--- config.mk ---
export PLATFORM = sky130hd
export DESIGN_NAME = dram_write_controller
export DESIGN_NICKNAME = d
export VERILOG_FILES = /design/src/rtl/dram_write_controller.sv
export SDC_FILE = /design/constraint.sdc
export NUM_CORES = 1
export LEC_CHECK = 0
export ABC_AREA = 1
export CAP_MARGIN = 30
export CORE_MARGIN = 2
export CORE_UTILIZATION = 50
export DETAILED_ROUTE_END_ITERATION = 8
export PLACE_DENSITY = 0.8
export REMOVE_ABC_BUFFERS = 1
export SLEW_MARGIN = 20
export SYNTH_ARGS = -nofsm -noshare
export SYNTH_HDL_FRONTEND = slang
export SYNTH_SLANG_ARGS = --single-unit
--- constraint.sdc ---
create_clock -name clk -period 5.45 [get_ports clk]
set_clock_uncertainty 0.05 [all_clocks]
set_input_delay 1.3625 -clock clk [delete_from_list [all_inputs] [get_ports clk]]
set_output_delay 1.3625 -clock clk [all_outputs]
set_load 0.02 [all_outputs]
--- src/rtl/dram_write_controller.sv ---
// Producer-side DRAM ring-buffer write controller with trigger/post-trigger capture.
// Optional wrap counter enabled by defining WRAP_COUNT_EN.
module dram_write_controller #(
    parameter int unsigned        ADDR_W    = 24,
    parameter int unsigned        DATA_W    = 32,
    parameter logic [ADDR_W-1:0]  ADDR_LAST = {ADDR_W{1'b1}},
    parameter logic [ADDR_W-1:0]  POST_TRIG = ADDR_W'(1024)
) (
    input  logic              clk,
    input  logic              rst,
    input  logic              en,
    input  logic              trigger,
    input  logic [DATA_W-1:0] din,
    input  logic              din_valid,
    output logic              din_ready,
    output logic [ADDR_W-1:0] dram_addr,
    output logic [DATA_W-1:0] dram_wr_data,
    output logic              dram_wr_en,
    input  logic              dram_wr_ack,
    output logic              done,
    output logic [ADDR_W-1:0] wr_ptr,
    output logic [ADDR_W-1:0] trig_addr,
    output logic              wrapped,
    output logic              overflow,
    output logic [1:0]        state,
    output logic [15:0]       wrap_cnt
);

    typedef enum logic [1:0] {
        IDLE = 2'd0,
        RUN  = 2'd1,
        POST = 2'd2,
        DONE = 2'd3
    } state_t;

    state_t              state_q, state_d;
    logic                hv_q, hv_d;
    logic [DATA_W-1:0]   data_q, data_d;
    logic [ADDR_W-1:0]   addr_q, addr_d;
    logic [ADDR_W-1:0]   wr_ptr_q, wr_ptr_d;
    logic [ADDR_W-1:0]   trig_q, trig_d;
    logic [ADDR_W-1:0]   post_q, post_d;
    logic                wrapped_q, wrapped_d;
    logic                ovf_q, ovf_d;
    logic                done_q, done_d;

    logic accepting;
    logic ready;
    logic capture;
    logic complete;
    logic at_last;

    // The stream cannot stall, so any cycle we are accepting but not ready loses a word.
    assign accepting = (state_q == RUN) || ((state_q == POST) && (post_q < POST_TRIG));
    assign ready     = accepting && en && (!hv_q || dram_wr_ack);
    assign capture   = din_valid && ready;
    assign complete  = hv_q && dram_wr_ack;
    assign at_last   = (addr_q == ADDR_LAST);

    always_comb begin
        state_d   = state_q;
        hv_d      = hv_q;
        data_d    = data_q;
        addr_d    = addr_q;
        wr_ptr_d  = wr_ptr_q;
        trig_d    = trig_q;
        post_d    = post_q;
        wrapped_d = wrapped_q;
        ovf_d     = ovf_q;
        done_d    = done_q;

        if (complete) begin
            wr_ptr_d = addr_q;
            addr_d   = at_last ? '0 : addr_q + 1'b1;
            hv_d     = 1'b0;
            if (at_last) begin
                wrapped_d = 1'b1;
            end
        end
        if (capture) begin
            hv_d   = 1'b1;
            data_d = din;
        end
        if (din_valid && !ready && accepting) begin
            ovf_d = 1'b1;
        end

        // A word held at trigger time is pre-trigger; one captured in the trigger cycle is post.
        case (state_q)
            IDLE: begin
                if (en) begin
                    state_d   = RUN;
                    addr_d    = '0;
                    wr_ptr_d  = '0;
                    trig_d    = '0;
                    post_d    = '0;
                    wrapped_d = 1'b0;
                    ovf_d     = 1'b0;
                    done_d    = 1'b0;
                end
            end
            RUN: begin
                if (en && trigger) begin
                    state_d   = POST;
                    trig_d    = addr_q;
                    post_d    = '0;
                    post_d[0] = capture;
                end else if (!en && !hv_q) begin
                    state_d = IDLE;
                end
            end
            POST: begin
                if (capture) begin
                    post_d = post_q + 1'b1;
                end
                if (!en && !hv_q) begin
                    state_d = IDLE;
                end else if ((post_q >= POST_TRIG) && !hv_q) begin
                    state_d = DONE;
                    done_d  = 1'b1;
                end
            end
            DONE: begin
                if (!en) begin
                    state_d = IDLE;
                end
            end
            default: state_d = IDLE;
        endcase
    end

    always_ff @(posedge clk or posedge rst) begin
        if (rst) begin
            state_q   <= IDLE;
            hv_q      <= 1'b0;
            data_q    <= '0;
            addr_q    <= '0;
            wr_ptr_q  <= '0;
            trig_q    <= '0;
            post_q    <= '0;
            wrapped_q <= 1'b0;
            ovf_q     <= 1'b0;
            done_q    <= 1'b0;
        end else begin
            state_q   <= state_d;
            hv_q      <= hv_d;
            data_q    <= data_d;
            addr_q    <= addr_d;
            wr_ptr_q  <= wr_ptr_d;
            trig_q    <= trig_d;
            post_q    <= post_d;
            wrapped_q <= wrapped_d;
            ovf_q     <= ovf_d;
            done_q    <= done_d;
        end
    end

`ifdef WRAP_COUNT_EN
    logic [15:0] wrap_cnt_q;

    always_ff @(posedge clk or posedge rst) begin
        if (rst) begin
            wrap_cnt_q <= '0;
        end else if ((state_q == IDLE) && en) begin
            wrap_cnt_q <= '0;
        end else if (complete && at_last && (wrap_cnt_q != 16'hFFFF)) begin
            wrap_cnt_q <= wrap_cnt_q + 16'd1;
        end
    end

    assign wrap_cnt = wrap_cnt_q;
`else
    assign wrap_cnt = '0;
`endif

    assign din_ready    = ready;
    assign dram_addr    = addr_q;
    assign dram_wr_data = data_q;
    assign dram_wr_en   = hv_q;
    assign done         = done_q;
    assign wr_ptr       = wr_ptr_q;
    assign trig_addr    = trig_q;
    assign wrapped      = wrapped_q;
    assign overflow     = ovf_q;
    assign state        = state_q;

endmodule

==> results.cfg <==
[global_route]
gr-usage-all-layers_pct = 25.12
grt_max_degree = 81
grt_pass1_wl_um = 28790
first_global_vias = 5713
antenna_found_initial = 0
gr-total-overflow = 0

[timing]
fmax_mhz = 228.4
slew_headroom_pct = 40.44
period_needed_ns = 4.379
setup_tns_ns = 0
tightestPinTransition_ns = 0.8925
min_period_over_period_pct = 80.35
report.final.slew_viol_count = 0
setup_viol = 0
finalHoldViolations = 0
rsz0062_at_grt = no

[power]
cellLeakagePower_nw = 4.060
power_density_mw_per_mm2 = 447.9
ir_drop_mv = 0.3201
finalPower_mw = 4.039

[route]
wire_per_inst_um = 14.71
dr.pass1.iters = 5
drc = 0
viasPerCell = 5.082
routed_wirelength_um = 17770
ant_nets = 0
first_iter_violations = 494
num_vias = 6139

[floorplan]
io_pins = 165
die_h_um = 120.4
num_rows = 42
die_w_um = 120.4
initial_utilization_pct = 51.17
core_sq_mm = 0.01324
die_area_sq_mm = 0.01450

[synthesis]
yosysWarnings = 0
yosysTopAreaCell = dfrtp_1
synth.top_cell.area_share_pct = 49.48
syn_inst = 877
async_flop_share_pct = 100.0
synth-edff-count = 0
avgSynthCellArea_sq_um = 7.727
synth_area_sq_mm = 0.006776
ys_seq_area_share_pct = 49.48
synth_common_cells = nand2_1 (304), dfrtp_1 (134), nor2_1 (110)
ys_ff_latch = 134
synth_cell_types = 39
ys_top_cells_by_area = dfrtp_1 (49%), nand2_1 (17%), nor2_1 (6.1%)
synth_most_common_cell = nand2_1
synth_ff_type = dfrtp_1

[placed_design]
port_buffers = 148
gp_congestion = 0.9822
dpl.hpwl_um = 12220

[job]
maxCapViolations = 0

[cts]
cts_sinks = 134
clkTransAtPathRegs_ns = 0.06
cts_max_level = 4
cts_max_path_buffers = 2
cts_tree = yes
numCtsBuffers = 17
post-cts-setup-buffers = 0
cts_hold_buf = 0
root_buffer = clkbuf_16
clk-insertion-delay-late_ns = 0.42
ctsResizeCount = 0

[layout]
syn2layout_area_growth_pct = 33.07
final-seq-area_sq_mm = 0.003353
n_antenna_cell = 0
finalNetCount = 1066
filler_cell_count = 1090
multi_input_area_sq_mm = 0.002848
drive_above_1_share_pct = 6.298

[setup_path]
cp.arrival_ns = 2.97
crit_type = in -> out
worst_setup_path_start_kind = input pin
cp.required_ns = 4.04
critPathMaxStageDelay_ns = 0.63
path_cells = clkdlybuf4s50_1, nand2_1, inv_1, nand2_1, inv_1, clkdlybuf4s50_1
worstPathMaxFanout = 8
slowest_stage = clkdlybuf4s50_1
end_kind = output pin

[outcome]
status = finished clean

[worst_hold_path]
hp-class = reg -> reg
path summary, 6_finish.rpt:
kind | startpoint | end | slack (ns) | cells after the start
max | en | din_ready | 1.07 | 6
min | dram_wr_data[18]$_DFFE_PP0P_ | dram_wr_data[18]$_DFFE_PP0P_ | 0.43 | 2
max reg2reg | state[0]$_DFFE_PP0P_ | post_q[17]$_DFFE_PP0P_ | 2.30 | 10
min reg2reg | dram_wr_data[18]$_DFFE_PP0P_ | dram_wr_data[18]$_DFFE_PP0P_ | 0.43 | 2
max in group asynchronous | rst | dram_wr_data[26]$_DFFE_PP0P_ | 3.09 | 3
min in group asynchronous | rst | dram_wr_data[25]$_DFFE_PP0P_ | 1.39 | 2
logic make-up (layout without fill, tap and decap cells):
logic type / Yosys count / count (layout) / synth area share, %
adder cells (fa/ha/maj): 8 / 8 / 1.477
other: 1 / 16 / 0.05534
AO/OA/AOI/OAI: 74 / 74 / 6.850
buffers and inverters: 141 / 281 / 9.379
flip-flops: 134 / 134 / 49.48
AND/OR/NAND/NOR: 505 / 505 / 30.95
XOR/XNOR: 14 / 14 / 1.809
layout by cell type (no fill, tap or decap), types with 13 or more instances in the layout:
cell type / count
a21oi_1: 17
inv_1: 93
nand3_1: 43
nor3_1: 13
nor2_1: 110
a211oi_1: 17
nand2_1: 304
conb_1: 16
clkbuf_16: 17
dfrtp_1: 134
xor2_1: 13
clkdlybuf4s50_1: 148
o22ai_1: 23
worst max-delay path, delay by kind of cell:
kind	cells	cell delay (ns)
buf+inv	4	1.43
simple gates	2	0.18
area by class of cell:
type | count | area share (%)
Clock buffer | 20 | 5.065
Clock inverter | 11 | 2.706
Inverter | 97 | 4.093
Multi-Input combinational cell | 617 | 31.58
Sequential cell | 134 | 37.19
Tap cell | 176 | 2.442
Timing Repair Buffer | 153 | 16.93
through the flow:
| step | instances | setup WS [ns] | hold slack (ns) | area [sq um] | utilization (%) |
|---|---|---|---|---|---|
| after floorplan | 848 | 0.4547 | 0.4213 | 6561 | - |
| after detailed placement | 1176 | 1.064 | 0.4139 | 8302 | 62.69 |
| final | 1208 | 1.071 | 0.4304 | 9017 | 68.09 |
| after CTS | 1207 | 1.059 | 0.4299 | 9002 | 67.98 |
| after global placement | 1176 | 1.072 | 0.4108 | 8302 | 62.69 |
| after global routing | 1208 | 0.8311 | 0.4445 | 9017 | 68.09 |
state kept, by name (all words and copies together), names as in the netlist:
register / flops
dram_wr_data: 32
dram_addr: 24
post_q: 24
trig_addr: 24
wr_ptr: 24
state: 2
done: 1
dram_wr_en: 1
overflow: 1
wrapped: 1
report_power, final:
part | internal (mW) | total (mW) | switching, mW
clock | 0.929 | 1.36 | 0.433
combinational | 0.518 | 1.37 | 0.853
sequential | 1.18 | 1.31 | 0.123
routing by layer:
metal / track usage, % / wire (um) / vias to the layer above
li1: - / - / 3008
met1: 35.75 / 8016 / 2865
met3: 7.217 / 1458 / 28
met5: 0 / 0 / -
met4: 8.794 / 347 / 0
met2: 36.86 / 7952 / 238
Power figures use the tool's default switching activity.
